<file path="src/rtl/alu_result_collector_if.sv">
// rtl/alu_result_collector_if.sv - result beat input and assembled word output bundle
//
// Purpose: groups the ALU result beat stream and the assembled-word handshake.
//   master : collector side (consumes beats, drives the assembled word)
//   slave  : environment side (drives beats, consumes the assembled word)
// Signals:
//   result_valid, result, result_last, result_rst : beat stream from ALU (no ready)
//   out_valid, out_ready, out_data, out_beats, out_trunc : assembled word handshake
//   out_parity : even parity of out_data (only with RESULT_PARITY_EN)
interface alu_result_collector_if #(
  parameter int RESULT_BUS_WIDTH      = 8,
  parameter int RESULT_MAX_DATA_WIDTH = 32
);
  localparam int MAX_BEATS = RESULT_MAX_DATA_WIDTH / RESULT_BUS_WIDTH;
  localparam int BCW       = $clog2(MAX_BEATS + 1);

  logic                             result_valid;
  logic [RESULT_BUS_WIDTH-1:0]      result;
  logic                             result_last;
  logic                             result_rst;
  logic                             out_valid;
  logic                             out_ready;
  logic [RESULT_MAX_DATA_WIDTH-1:0] out_data;
  logic [BCW-1:0]                   out_beats;
  logic                             out_trunc;
`ifdef RESULT_PARITY_EN
  logic                             out_parity;
`endif

  modport master (
    input  result_valid, result, result_last, result_rst, out_ready,
`ifdef RESULT_PARITY_EN
    output out_parity,
`endif
    output out_valid, out_data, out_beats, out_trunc
  );

  modport slave (
    output result_valid, result, result_last, result_rst, out_ready,
`ifdef RESULT_PARITY_EN
    input  out_parity,
`endif
    input  out_valid, out_data, out_beats, out_trunc
  );
endinterface

</file>
<file path="src/rtl/alu_result_collector.sv">
// rtl/alu_result_collector.sv - assembles ALU result beats into words and buffers them in a FIFO
//
// Purpose: captures LSB-first result beats, builds one RESULT_MAX_DATA_WIDTH word per
//   result_last, and queues completed words for a valid/ready consumer. Words that
//   arrive while the FIFO is full (and not popping) are dropped and flagged.
// Ports:
//   clk     : rising-edge clock
//   rst     : asynchronous active-low reset
//   bus     : alu_result_collector_if.master (beat input, word output handshake)
//   ovf_err : sticky, a completed word was dropped because the FIFO was full
// Configuration macro: RESULT_PARITY_EN adds bus.out_parity, stored per FIFO entry.
module alu_result_collector #(
  parameter int RESULT_BUS_WIDTH      = 8,
  parameter int RESULT_MAX_DATA_WIDTH = 32,
  parameter int FIFO_DEPTH            = 2
) (
  input  logic                   clk,
  input  logic                   rst,
  alu_result_collector_if.master bus,
  output logic                   ovf_err
);
  localparam int MAX_BEATS = RESULT_MAX_DATA_WIDTH / RESULT_BUS_WIDTH;
  localparam int BCW       = $clog2(MAX_BEATS + 1);
  localparam int PW        = (FIFO_DEPTH > 1) ? $clog2(FIFO_DEPTH) : 1;
  localparam int CW        = $clog2(FIFO_DEPTH + 1);
  localparam logic [BCW-1:0] MAX_B  = BCW'(MAX_BEATS);
  localparam logic [PW-1:0]  LAST_P = PW'(FIFO_DEPTH - 1);
  localparam logic [CW-1:0]  FULL_C = CW'(FIFO_DEPTH);

  typedef enum logic {IDLE, COLLECT} state_t;

  state_t state, next_state;

  logic [RESULT_MAX_DATA_WIDTH-1:0] assy, merged;
  logic [BCW-1:0]                   cnt, nxt_cnt;
  logic                             trunc, nxt_trunc;
  logic                             beat, abort, push_req, push_ok, pop, full;

  logic [RESULT_MAX_DATA_WIDTH-1:0] data_mem  [FIFO_DEPTH];
  logic [BCW-1:0]                   beats_mem [FIFO_DEPTH];
  logic                             trunc_mem [FIFO_DEPTH];
`ifdef RESULT_PARITY_EN
  logic                             par_mem   [FIFO_DEPTH];
`endif
  logic [PW-1:0] wr_ptr, rd_ptr;
  logic [CW-1:0] count;

  // Abort outranks any beat presented in the same cycle.
  assign abort = bus.result_rst;
  assign beat  = bus.result_valid & ~abort;

  always_ff @(posedge clk or negedge rst) begin
    if (!rst) state <= IDLE;
    else      state <= next_state;
  end

  always_comb begin
    next_state = state;
    push_req   = 1'b0;
    case (state)
      IDLE: begin
        if (beat && bus.result_last) push_req   = 1'b1;
        else if (beat)               next_state = COLLECT;
      end
      COLLECT: begin
        if (abort) begin
          next_state = IDLE;
        end else if (beat && bus.result_last) begin
          push_req   = 1'b1;
          next_state = IDLE;
        end
      end
      default: next_state = IDLE;
    endcase
  end

  // Word as it stands including the current beat; beats past MAX_BEATS leave data untouched.
  always_comb begin
    merged = assy;
    for (int k = 0; k < MAX_BEATS; k++) begin
      if (cnt == BCW'(k)) merged[k*RESULT_BUS_WIDTH +: RESULT_BUS_WIDTH] = bus.result;
    end
    nxt_cnt   = (cnt == MAX_B) ? cnt : cnt + 1'b1;
    nxt_trunc = trunc | (cnt == MAX_B);
  end

  always_ff @(posedge clk or negedge rst) begin
    if (!rst) begin
      assy  <= '0;
      cnt   <= '0;
      trunc <= 1'b0;
    end else if (abort || push_req) begin
      assy  <= '0;
      cnt   <= '0;
      trunc <= 1'b0;
    end else if (beat) begin
      assy  <= merged;
      cnt   <= nxt_cnt;
      trunc <= nxt_trunc;
    end
  end

  assign full    = (count == FULL_C);
  assign pop     = bus.out_valid & bus.out_ready;
  // When full, a same-cycle pop frees the slot being written (wr_ptr == rd_ptr).
  assign push_ok = push_req & (~full | pop);

  always_ff @(posedge clk) begin
    if (push_ok) begin
      data_mem[wr_ptr]  <= merged;
      beats_mem[wr_ptr] <= nxt_cnt;
      trunc_mem[wr_ptr] <= nxt_trunc;
`ifdef RESULT_PARITY_EN
      par_mem[wr_ptr]   <= ^merged;
`endif
    end
  end

  always_ff @(posedge clk or negedge rst) begin
    if (!rst) begin
      wr_ptr  <= '0;
      rd_ptr  <= '0;
      count   <= '0;
      ovf_err <= 1'b0;
    end else begin
      if (push_ok) wr_ptr <= (wr_ptr == LAST_P) ? '0 : wr_ptr + 1'b1;
      if (pop)     rd_ptr <= (rd_ptr == LAST_P) ? '0 : rd_ptr + 1'b1;
      case ({push_ok, pop})
        2'b10:   count <= count + 1'b1;
        2'b01:   count <= count - 1'b1;
        default: count <= count;
      endcase
      if (push_req && !push_ok) ovf_err <= 1'b1;
    end
  end

  // Head fields are gated by out_valid so the outputs read 0 whenever the FIFO is empty,
  // which also covers reset without having to clear the storage array.
  assign bus.out_valid = (count != '0);
  assign bus.out_data  = bus.out_valid ? data_mem[rd_ptr]  : '0;
  assign bus.out_beats = bus.out_valid ? beats_mem[rd_ptr] : '0;
  assign bus.out_trunc = bus.out_valid ? trunc_mem[rd_ptr] : 1'b0;
`ifdef RESULT_PARITY_EN
  assign bus.out_parity = bus.out_valid ? par_mem[rd_ptr] : 1'b0;
`endif
endmodule
</file>
<file path="src/flat_wrapper.sv">
// flat-port wrapper written by rule: the top's interface ports become plain ports
module alu_result_collector_flat 
#(
  parameter int RESULT_BUS_WIDTH      = 8,
  parameter int RESULT_MAX_DATA_WIDTH = 32,
  parameter int FIFO_DEPTH            = 2
)
  (clk, rst, ovf_err, bus_result_valid, bus_result, bus_result_last, bus_result_rst, bus_out_ready, bus_out_valid, bus_out_data, bus_out_beats, bus_out_trunc);
  alu_result_collector_if #(.RESULT_BUS_WIDTH(RESULT_BUS_WIDTH), .RESULT_MAX_DATA_WIDTH(RESULT_MAX_DATA_WIDTH)) bus_i ();
  input  logic clk;
  input  logic rst;
  output logic ovf_err;
  input wire logic [$bits(bus_i.result_valid)-1:0] bus_result_valid;
  input wire logic [$bits(bus_i.result)-1:0] bus_result;
  input wire logic [$bits(bus_i.result_last)-1:0] bus_result_last;
  input wire logic [$bits(bus_i.result_rst)-1:0] bus_result_rst;
  input wire logic [$bits(bus_i.out_ready)-1:0] bus_out_ready;
  output wire logic [$bits(bus_i.out_valid)-1:0] bus_out_valid;
  output wire logic [$bits(bus_i.out_data)-1:0] bus_out_data;
  output wire logic [$bits(bus_i.out_beats)-1:0] bus_out_beats;
  output wire logic [$bits(bus_i.out_trunc)-1:0] bus_out_trunc;
  assign bus_i.result_valid = bus_result_valid;
  assign bus_i.result = bus_result;
  assign bus_i.result_last = bus_result_last;
  assign bus_i.result_rst = bus_result_rst;
  assign bus_i.out_ready = bus_out_ready;
  assign bus_out_valid = bus_i.out_valid;
  assign bus_out_data = bus_i.out_data;
  assign bus_out_beats = bus_i.out_beats;
  assign bus_out_trunc = bus_i.out_trunc;
  alu_result_collector #(.RESULT_BUS_WIDTH(RESULT_BUS_WIDTH), .RESULT_MAX_DATA_WIDTH(RESULT_MAX_DATA_WIDTH), .FIFO_DEPTH(FIFO_DEPTH)) u_core (.clk(clk), .rst(rst), .bus(bus_i), .ovf_err(ovf_err));
endmodule
</file>
<file path="config.mk">
export PLATFORM = sky130hd
export DESIGN_NAME = alu_result_collector_flat
export DESIGN_NICKNAME = d
export VERILOG_FILES = /design/src/rtl/alu_result_collector_if.sv /design/src/rtl/alu_result_collector.sv /design/src/flat_wrapper.sv
export SDC_FILE = /design/constraint.sdc
export NUM_CORES = 1
export LEC_CHECK = 0
export ABC_AREA = 1
export BUFFER_PORTS_ARGS = -buffer_cell sky130_fd_sc_hd__buf_4
export CAP_MARGIN = 10
export CORE_UTILIZATION = 23
export DETAILED_ROUTE_END_ITERATION = 8
export PLACE_DENSITY = 0.34
export RECOVER_POWER = 50
export SKIP_CTS_REPAIR_TIMING = 1
export SYNTH_ARGS = -nofsm -noshare
export SYNTH_HDL_FRONTEND = slang
export SYNTH_SLANG_ARGS = --single-unit
</file>
<file path="constraint.sdc">
create_clock -name clk -period 3.3 [get_ports clk]
set_clock_uncertainty 0.2 [all_clocks]
set_input_delay 0.99 -clock clk [delete_from_list [all_inputs] [get_ports clk]]
set_output_delay 0.99 -clock clk [all_outputs]
set_load 0.02 [all_outputs]
</file>
; Word level (Yosys, flattened, before mapping)
; Memory sizes are Yosys's and may differ from the RTL's.
; Index checks and enable logic that the tools add are counted.
[totals]
regBits = 42
latchBits = 0
ram_bits = 72
rom_bits = 0
input_bits = 14
output_inout_bits = 38
word_cells = 66
mem_count = 3
[op_classes]
n_addsub = 5
multipliers = 0
n_div = 0
magnitude_cmp = 0
eq_ne = 7
n_shift = 0
n_mux = 27
bitwise = 8
reduce_logical = 8
[memory_table]
columns = memory, words, width, read_ports, rd_clocked_by_memory_dff, wr, line
row1 = u_core.data_mem, 2, 32, 1, 0, 1, alu_result_collector.sv:39  ; logic [RESULT_MAX_DATA_WIDTH-1:0] data_mem [FIFO_DEPTH];
row2 = u_core.beats_mem, 2, 3, 1, 0, 1, alu_result_collector.sv:40  ; logic [BCW-1:0] beats_mem [FIFO_DEPTH];
row3 = u_core.trunc_mem, 2, 1, 1, 0, 1, alu_result_collector.sv:41  ; logic trunc_mem [FIFO_DEPTH];
[ops]
columns = op, n
row1 = $mux W32, 3
row2 = $mux W8, 4
row3 = $mux W1, 13
row4 = $mux W3, 4
row5 = $eq A3 B2 Y1 const B, 2
row6 = $reduce_bool A2 Y1, 3
row7 = $eq A2 B2 Y1 const B, 2
row8 = $pmux W1 S2, 2
row9 = $pmux W2 S2, 1
row10 = $add A3 B1 Y3 const B, 1
row11 = $and A1 B1 Y1, 3
row12 = $eq A3 B1 Y1 const B, 1
row13 = $eq A3 B3 Y1 const B, 1
row14 = $logic_not A3 Y1, 1
row15 = $not A1 Y1, 3
row16 = $add A1 B1 Y1 const B, 2
row17 = $add A2 B1 Y2 const B, 1
row18 = $eq A2 B1 Y1 const B, 1
row19 = $logic_and A1 B1 Y1, 2
row20 = $or A1 B1 Y1, 2
row21 = $sub A2 B1 Y2 const B, 1
row22 = $logic_not A1 Y1, 1
row23 = $logic_or A1 B1 Y1, 1

; Depth between registers and ports, before layout
; Gate-level depths: netlist of run 1.
[depth]
ltp_word = 9
ltp_mapped = 10
mapped_depth_nobuf = 10

; Worst setup path before layout of run 1
; Ideal clock, no wire load.
[synth_path]
kind = input -> register
startpoint = input port bus_result_rst
endpoint = memory u_core.beats_mem[1][0] (netlist name), enable pin
setup_ns = 0.429
t_arrival_ns = 2.845
t_required_ns = 2.671
setup_slack_ns = -0.174
cell_stages = 5
n_path_buf = 0
cell_sequence = inv_1 nand2_1 nor2_1 nand2_1 nor2_1
[synth_between]
elab_chain_cells = 9
[synth_rtl]
columns = item, line
row1 = from (decl), flat_wrapper.sv:16  ; input wire logic [$bits(bus_i.result_rst)-1:0] bus_result_rst;
row2 = $not A1 Y1, alu_result_collector.sv:50  ; assign beat = bus.result_valid & ~abort;
row3 = $and A1 B1 Y1, alu_result_collector.sv:50
row4 = $logic_and A1 B1 Y1, "alu_result_collector.sv:62, alu_result_collector.sv:68"
row5 = $mux W1, "alu_result_collector.sv:62, alu_result_collector.sv:68"
row6 = $mux W1, alu_result_collector.sv:66  ; if (abort) begin
row7 = $pmux W1 S2 *, alu_result_collector.sv:60  ; case (state)
row8 = $and A1 B1 Y1 *, alu_result_collector.sv:106  ; assign push_ok = push_req & (~full | pop);
row9 = $mux W1 *, alu_result_collector.sv:109  ; if (push_ok) begin
row10 = $mux W1 (not written as such) *, alu_result_collector.sv:111  ; beats_mem[wr_ptr] <= nxt_cnt;
row11 = to (decl), alu_result_collector.sv:40
; Every way passes the cells marked *; elsewhere a longest branch is shown, timed or not.

; Worst setup path in the final report of run 1
[layout_path]
startpoint = register u_core.count[1]
endpoint = output port bus_out_data[29]
[layout_between]
elab_chain_cells = 2
[layout_rtl]
columns = item, line
row1 = from (decl), alu_result_collector.sv:46  ; logic [CW-1:0] count;
row2 = from (signal assigned), alu_result_collector.sv:129  ; 2'b10: count <= count + 1'b1;
row3 = from (signal assigned), alu_result_collector.sv:130  ; 2'b01: count <= count - 1'b1;
row4 = from (signal assigned), alu_result_collector.sv:131  ; default: count <= count;
row5 = $reduce_bool A2 Y1, alu_result_collector.sv:139  ; assign bus.out_valid = (count != '0);
row6 = $mux W32, alu_result_collector.sv:140  ; assign bus.out_data = bus.out_valid ? data_mem[rd_ptr] : '0;
row7 = to (decl), flat_wrapper.sv:19  ; output wire logic [$bits(bus_i.out_data)-1:0] bus_out_data;
; No other way between the ends.

==> qor.log, run 1 <==
INFO  logic_synthesis postSynthRegisterBits=113
INFO  clocking       worstSkewPairLatency=0.42ns
INFO  outcome        violations=max-capacitance violations, max-slew violations
INFO  clocking       tritoncts=yes
INFO  floorplan      placeableCoreArea=21220um2
INFO  global_routing grt_use_total=0.1258
INFO  route          first_iter_violations=190
INFO  floorplan      initial_core_util=0.2367
INFO  floorplan      dieHeight=149.8um
INFO  finish         syn_to_final_growth=25.85%
INFO  sta            endpoints_failing_hold=0
INFO  hold_path      min_from=u_core.assy[1]
INFO  place          placement.io_buffers=51
INFO  sta            worst_slew_pin_slew=1.555ns
INFO  sta            finalSetupViolations=0
INFO  sta            period_minus_slack=3.112ns
INFO  setup_path     crit_required=2.11ns
INFO  setup_path     critical_setup_path_class=register to primary output
INFO  finish         diodes=0
INFO  route          drt_pass1_iterations=4
INFO  floorplan      core.rowCount=53
INFO  logic_synthesis post_synth_inst_count=527
INFO  setup_path     critical_path.endpoint=bus_out_data[29]
INFO  outcome        outcome=finished with violations
INFO  job            max_cap_violations=1
INFO  finish         share_of_post_route_cells_with_drive_strength_above_1=0.1488
INFO  place          post-place-cells=841
INFO  sta            fmax=321.3MHz
INFO  setup_path     critPathArrivalTime=1.92ns
INFO  setup_path     r2r_slack=0.98ns
INFO  global_routing first_global_vias=3619
INFO  setup_path     worstSetupStartpoint=u_core.count[1]
INFO  setup_path     timing.rr.start=u_core.count[0]
INFO  setup_path     startpoint_type=register
INFO  setup_path     worst_r2r_path_depth=5
INFO  clocking       clock_sink_count=113
INFO  clocking       cts_buf_count=17
INFO  route          remaining_drc_errors=0
INFO  clocking       clk_pin_slew_worst_paths=0.06ns
INFO  power_and_ir_drop worst_voltage_drop_across_the_vdd_grid=380.5uV
INFO  logic_synthesis synth-seq-area-share=0.6346
INFO  setup_path     r2r-end=u_core.data_mem[1][3]
INFO  setup_path     crit_path_end_kind=primary output
INFO  place          finalWeightedCongestion=0.7260
INFO  power_and_ir_drop p_per_area=801.7nW/um2
INFO  hold_path      hold_path.class=register to register
INFO  logic_synthesis postSynthAreaPerCell=9.532um2
INFO  logic_synthesis synth.yosys.warnings=0
INFO  clocking       clockBufferDepth=2
INFO  floorplan      die_width=149.8um
INFO  route          detail_route.vias_per_cell=4.074
INFO  finish         post_layout_nonfiller_instances=873
INFO  finish         layout_commonest_cell=sky130_fd_sc_hd__nand2_1
INFO  finish         fin_nets=605
INFO  clocking       cts_root_buf=sky130_fd_sc_hd__clkbuf_16
INFO  global_routing grt_overflow_total=0
INFO  global_routing grt_antenna_before_repair=0
INFO  global_routing grt_start_max_net_pins=42
INFO  route          antenna_left=0
INFO  sta            layout_worst_path_cycle_share=0.9431
INFO  power_and_ir_drop power.static_leakage=2.783nW
INFO  sta            grt_setup_unrepaired=false
INFO  logic_synthesis synth_area=5024um2
INFO  route          avgRoutedWirePerCell=14.71um
INFO  floorplan      design.die.area=22440um2
INFO  floorplan      boundary_pins=52
INFO  hold_path      hold-path-cell-count=2
INFO  route          totalWireLength=12840um
INFO  setup_path     max_fanout_on_critical_path=24
INFO  logic_synthesis synth.distinct_cells=21
INFO  route          via_count=3557
INFO  clocking       ctsHtreeMaxLevel=4
INFO  place          dp.final_hpwl=8043um
INFO  sta            slew_violations=29
INFO  global_routing grt_pass1_wl=20330um
INFO  logic_synthesis synth.net_count=547
INFO  sta            slew-limit-headroom=-0.03683
INFO  finish         most-common-layout-cells=sky130_fd_sc_hd__nand2_1, sky130_fd_sc_hd__edfxtp_1, sky130_fd_sc_hd__inv_1, sky130_fd_sc_hd__buf_4, sky130_fd_sc_hd__dfrtp_1
INFO  sta            setup_tns=0ns
critical path, cell delays in order (launching register included):
cell and delay [ns]:
sky130_fd_sc_hd__dfrtp_1 0.43, sky130_fd_sc_hd__nor2_4 0.42, sky130_fd_sc_hd__buf_4 0.39, sky130_fd_sc_hd__a21oi_1 0.08
sky130_fd_sc_hd__buf_4 0.17
through the flow:
| step | area [um2] | setup WS, ns | util | hold slack, ns | power (mW) |
|---|---|---|---|---|---|
| floorplan | 5026 | 0.4192 | - | 0.2419 | 2.560 |
| global placement | 5725 | 0.5270 | 0.2698 | 0.2541 | 3.208 |
| detailed placement | 5725 | 0.4919 | 0.2698 | 0.2635 | 3.235 |
| CTS | 6344 | 0.03020 | 0.2989 | 0.2797 | 5.168 |
| global route | 6322 | 0.002616 | 0.2979 | 0.2937 | 5.365 |
| finish | 6322 | 0.1876 | 0.2979 | 0.2758 | 5.069 |
flip-flops by register name (all words and copies together) (netlist names):
| name | cells |
|---|---|
| u_core.trunc_mem | 2 |
| u_core.rd_ptr | 1 |
| u_core.beats_mem | 6 |
| u_core.data_mem | 64 |
| u_core.trunc | 1 |
| u_core.wr_ptr | 1 |
| u_core.cnt | 3 |
| u_core.assy | 32 |
| u_core.ovf_err | 1 |
| u_core.count | 2 |
power by group:
group | total [mW] | leakage, nW | switching (mW) | internal, mW
registers | 1.66 | 1.23 | 0.0464 | 1.61
clock network | 1.90 | 0.299 | 0.619 | 1.28
logic | 1.51 | 1.26 | 0.981 | 0.527
total | 5.07 | 2.78 | 1.65 | 3.42
worst min-delay path by stage:
stage / endpoint
global placement: u_core.wr_ptr
detailed placement: u_core.ovf_err
finish: u_core.assy[1]
global route: u_core.assy[7]
floorplan: u_core.wr_ptr
CTS: u_core.assy[19]
logic make-up (layout without fill, tap and decap cells):
logic type	after synthesis	after routing	share of synthesized area
AO/OA/AOI/OAI	56	56	0.05629
XOR/XNOR	2	2	0.003488
adder cells (fa/ha/maj)	6	6	0.01494
buffers and inverters	81	152	0.06899
flip-flops	113	113	0.6346
AND/OR/NAND/NOR	269	269	0.2217
synthesized netlist by cell type (all sizes together):
master | n | area (um2)
a21oi | 37 | 185.2
xnor2 | 1 | 8.760
clkbuf | 1 | 3.750
edfxtp | 72 | 2162
nand2 | 205 | 769.5
o21ai | 18 | 90.09
inv | 62 | 232.7
clkinv | 1 | 3.750
buf | 17 | 106.4
xor2 | 1 | 8.760
ha | 6 | 75.07
o21bai | 1 | 7.510
nand4 | 1 | 6.260
nand3 | 29 | 150.1
nor2 | 10 | 37.54
dfrtp | 41 | 1026
and2 | 24 | 150.1
area by class of cell:
type                    count  area [um2]
clock buffers              19       452.9
clock inverters            13       165.2
fillers                  2217       14900
inverters                  63       240.2
multi-input cells         333        1504
flip-flops and latches    113        3188
well taps                 275       344.1
repair buffers             57       427.9
layer usage:
| layer | share of wire | track usage | up-vias | wire (um) |
|---|---|---|---|---|
| li1 | - | - | 1808 | - |
| met1 | 0.49 | 0.1607 | 1676 | 6281 |
| met2 | 0.46 | 0.2016 | 57 | 5930 |
| met3 | 0.035 | 0.03689 | 16 | 448 |
| met4 | 0.014 | 0.04444 | 0 | 180 |
| met5 | 0 | 0 | - | 0 |
Power figures use the tool's default switching activity.
==> inputs of run 2 (changes only) <==
- ABC_CLOCK_PERIOD_IN_PS: default -> 3300
- RECOVER_POWER: 50 -> 100
==> run 2 against run 1 <==
The run still ends with max-capacitance violations, max-slew violations left. Sequential share of layout area rose by 0.85 points. Via count increased by 0.37%. Final area is 1.7% lower. Largest cell class unchanged.
==> qor.log, run 2 (synthesized netlist as in run 1, its figures left out) <==
INFO  outcome        outcome=finished with violations [unchanged]
INFO  outcome        violations=max-capacitance violations, max-slew violations [unchanged]
INFO  finish         syn_to_final_growth=23.76% [was 25.85%]
INFO  sta            worst_slew_pin_slew=1.563ns [was 1.555 ns]
INFO  route          drt_pass1_iterations=4 [unchanged]
INFO  clocking       worstSkewPairLatency=0.42ns [about the same]
INFO  clocking       cts_buf_count=17 [unchanged]
INFO  global_routing grt_start_max_net_pins=42 [unchanged]
INFO  global_routing grt_use_total=0.1258 [unchanged]
INFO  power_and_ir_drop p_per_area=789.7nW/um2 [was 801.7 nW/um2]
INFO  sta            postLayoutSetupSlackWorst=0.1899ns [was 0.1876 ns]
INFO  power_and_ir_drop power.static_leakage=2.703nW [was 2.783 nW]
INFO  power_and_ir_drop post-layout-total-power=4.910mW [was 5.069 mW]
INFO  global_routing grt_pass1_wl=20330um [unchanged]
INFO  route          remaining_drc_errors=0 [unchanged]
INFO  clocking       clockBufferDepth=2 [unchanged]
INFO  sta            slew-limit-headroom=-0.04201 [was -0.03683]
INFO  place          pre_cts_ws=0.4919ns [unchanged]
INFO  floorplan      boundary_pins=52 [unchanged]
INFO  setup_path     crit_path_end_kind=primary output [unchanged]
INFO  place          placement.io_buffers=51 [unchanged]
INFO  sta            layout_worst_path_cycle_share=0.9424 [was 0.9431]
INFO  route          first_iter_violations=190 [unchanged]
INFO  sta            slew_violations=29 [unchanged]
INFO  route          antenna_left=0 [unchanged]
INFO  setup_path     worst_r2r_path_depth=5 [unchanged]
INFO  global_routing grt_antenna_before_repair=0 [unchanged]
INFO  finish         fin_nets=605 [unchanged]
INFO  finish         number_of_fillers_in_the_final_layout=2234 [was 2217]
INFO  finish         final_core_util=0.2930 [was 0.2979]
INFO  global_routing first_global_vias=3619 [unchanged]
INFO  route          detail_route.vias_per_cell=4.089 [was 4.074]
INFO  sta            finalHoldWorstSlack=0.2726ns [was 0.2758 ns]
INFO  setup_path     startpoint_type=register [unchanged]
INFO  job            max_cap_violations=1 [unchanged]
INFO  route          via_count=3570 [was 3557]
INFO  setup_path     max_fanout_on_critical_path=37 [was 24]
INFO  clocking       tritoncts=yes [unchanged]
INFO  setup_path     critical_path.top_delay_family=buffers and inverters [unchanged]
INFO  setup_path     crit_path_top_delay_cell=sky130_fd_sc_hd__clkbuf_4 [was sky130_fd_sc_hd__dfrtp_1]
INFO  floorplan      placeableCoreArea=21220um2 [unchanged]
INFO  hold_path      hold_path.class=register to register [unchanged]
INFO  clocking       clk_pin_slew_worst_paths=0.06ns [about the same]
INFO  clocking       clock_sink_count=113 [unchanged]
INFO  setup_path     critical_setup_path_class=register to primary output [unchanged]
INFO  finish         most-common-layout-cells=sky130_fd_sc_hd__nand2_1, sky130_fd_sc_hd__edfxtp_1, sky130_fd_sc_hd__inv_1, sky130_fd_sc_hd__dfrtp_1, sky130_fd_sc_hd__a21oi_1 [was sky130_fd_sc_hd__nand2_1, sky130_fd_sc_hd__edfxtp_1, sky130_fd_sc_hd__inv_1, sky130_fd_sc_hd__buf_4, sky130_fd_sc_hd__dfrtp_1]
INFO  sta            period_minus_slack=3.110ns [was 3.112 ns]
INFO  setup_path     worst_path_cell_chain=clkbuf_4 > nand2_1 > a21oi_1 > clkbuf_1 [was nor2_4 > buf_4 > a21oi_1 > buf_4]
INFO  hold_path      hold-path-cell-count=1 [was 2]
INFO  floorplan      core.rowCount=53 [unchanged]
INFO  clocking       ctsHtreeMaxLevel=4 [unchanged]
INFO  power_and_ir_drop worst_voltage_drop_across_the_vdd_grid=379.8uV [was 380.5 uV]
INFO  setup_path     r2r_slack=0.98ns [about the same]
INFO  sta            fmax=321.5MHz [was 321.3 MHz]
INFO  finish         largest_register_ffs=64 [unchanged]
INFO  global_routing grt_overflow_total=0 [unchanged]
INFO  finish         layout_commonest_cell=sky130_fd_sc_hd__nand2_1 [unchanged]
INFO  sta            endpoints_failing_hold=0 [unchanged]
INFO  setup_path     timing.critical_path.depth=4 [unchanged]
INFO  floorplan      dieHeight=149.8um [unchanged]
INFO  setup_path     critPathArrivalTime=1.92ns [about the same]
INFO  finish         max_flop_register=u_core.data_mem [unchanged]
INFO  setup_path     worst_path_largest_cell_delay=0.50ns [was 0.43 ns]
INFO  floorplan      design.die.area=22440um2 [unchanged]
INFO  place          finalWeightedCongestion=0.7260 [unchanged]
INFO  finish         share_of_post_route_cells_with_drive_strength_above_1=0.1288 [was 0.1488]
INFO  finish         diodes=0 [unchanged]
INFO  floorplan      initial_core_util=0.2367 [unchanged]
INFO  route          totalWireLength=12780um [was 12840 um]
INFO  floorplan      die_width=149.8um [unchanged]
INFO  sta            setup_tns=0ns [unchanged]
INFO  place          dp.final_hpwl=8043um [unchanged]
INFO  setup_path     worstPathBufferInverterCount=2 [unchanged]
INFO  sta            finalSetupViolations=0 [unchanged]
INFO  finish         biggestRegsByFlops=u_core.data_mem x64, u_core.assy x32, u_core.beats_mem x6 [unchanged]
INFO  setup_path     crit_required=2.11ns [about the same]
INFO  sta            grt_setup_unrepaired=false [unchanged]
INFO  clocking       cts_root_buf=sky130_fd_sc_hd__clkbuf_16 [unchanged]
INFO  route          avgRoutedWirePerCell=14.63um [was 14.71 um]
[run 2: through the flow]
step | cell area [um2] | instances
after floorplan | 5026 | 527
after global placement | 5725 | 841
after detailed placement | 5725 | 841
after CTS | 6344 | 873
after global routing | 6217 | 873
final | 6217 | 873
[run 2: cell type report]
class | instances | area, um2 | share of cell area
inverters | 63 | 240.2 | 0.03864
multi-input cells | 333 | 1504 | 0.2419
repair buffers | 57 | 322.8 | 0.05192
flip-flops and latches | 113 | 3188 | 0.5128
well taps | 275 | 344.1 | 0.05534
clock buffers | 19 | 452.9 | 0.07285
clock inverters | 13 | 165.2 | 0.02656
[run 2: path summary, 6_finish.rpt]
kind / endpoint / startpoint
worst max-delay path: bus_out_data[17] / u_core.rd_ptr
worst min-delay path: u_core.ovf_err / u_core.ovf_err
worst max register to register: u_core.data_mem[1][3] / u_core.count[0]
worst min register to register: u_core.ovf_err / u_core.ovf_err
max in group asynchronous: u_core.assy[23] / rst
min in group asynchronous: u_core.assy[20] / rst
[run 2: where the power goes]
part,leakage (nW),switching (mW),internal (mW)
clock network,0.299,0.618,1.28
logic,1.18,0.972,0.379
registers,1.23,0.0459,1.61
[run 2: layer usage]
metal	vias up	global-route usage	routed length, um
met5	-	0	0
met4	0	0.04444	180
met3	16	0.03689	497
met2	58	0.2016	5870
met1	1691	0.1607	6226
li1	1805	-	-
[run 2: worst register-to-register path, stage by stage (launching register included)]
cell and delay (ns):
sky130_fd_sc_hd__dfrtp_1 0.43, sky130_fd_sc_hd__inv_1 0.09, sky130_fd_sc_hd__nand3_1 0.12, sky130_fd_sc_hd__nand2_1 0.15
sky130_fd_sc_hd__nor2_4 0.10, sky130_fd_sc_hd__clkbuf_2 0.83
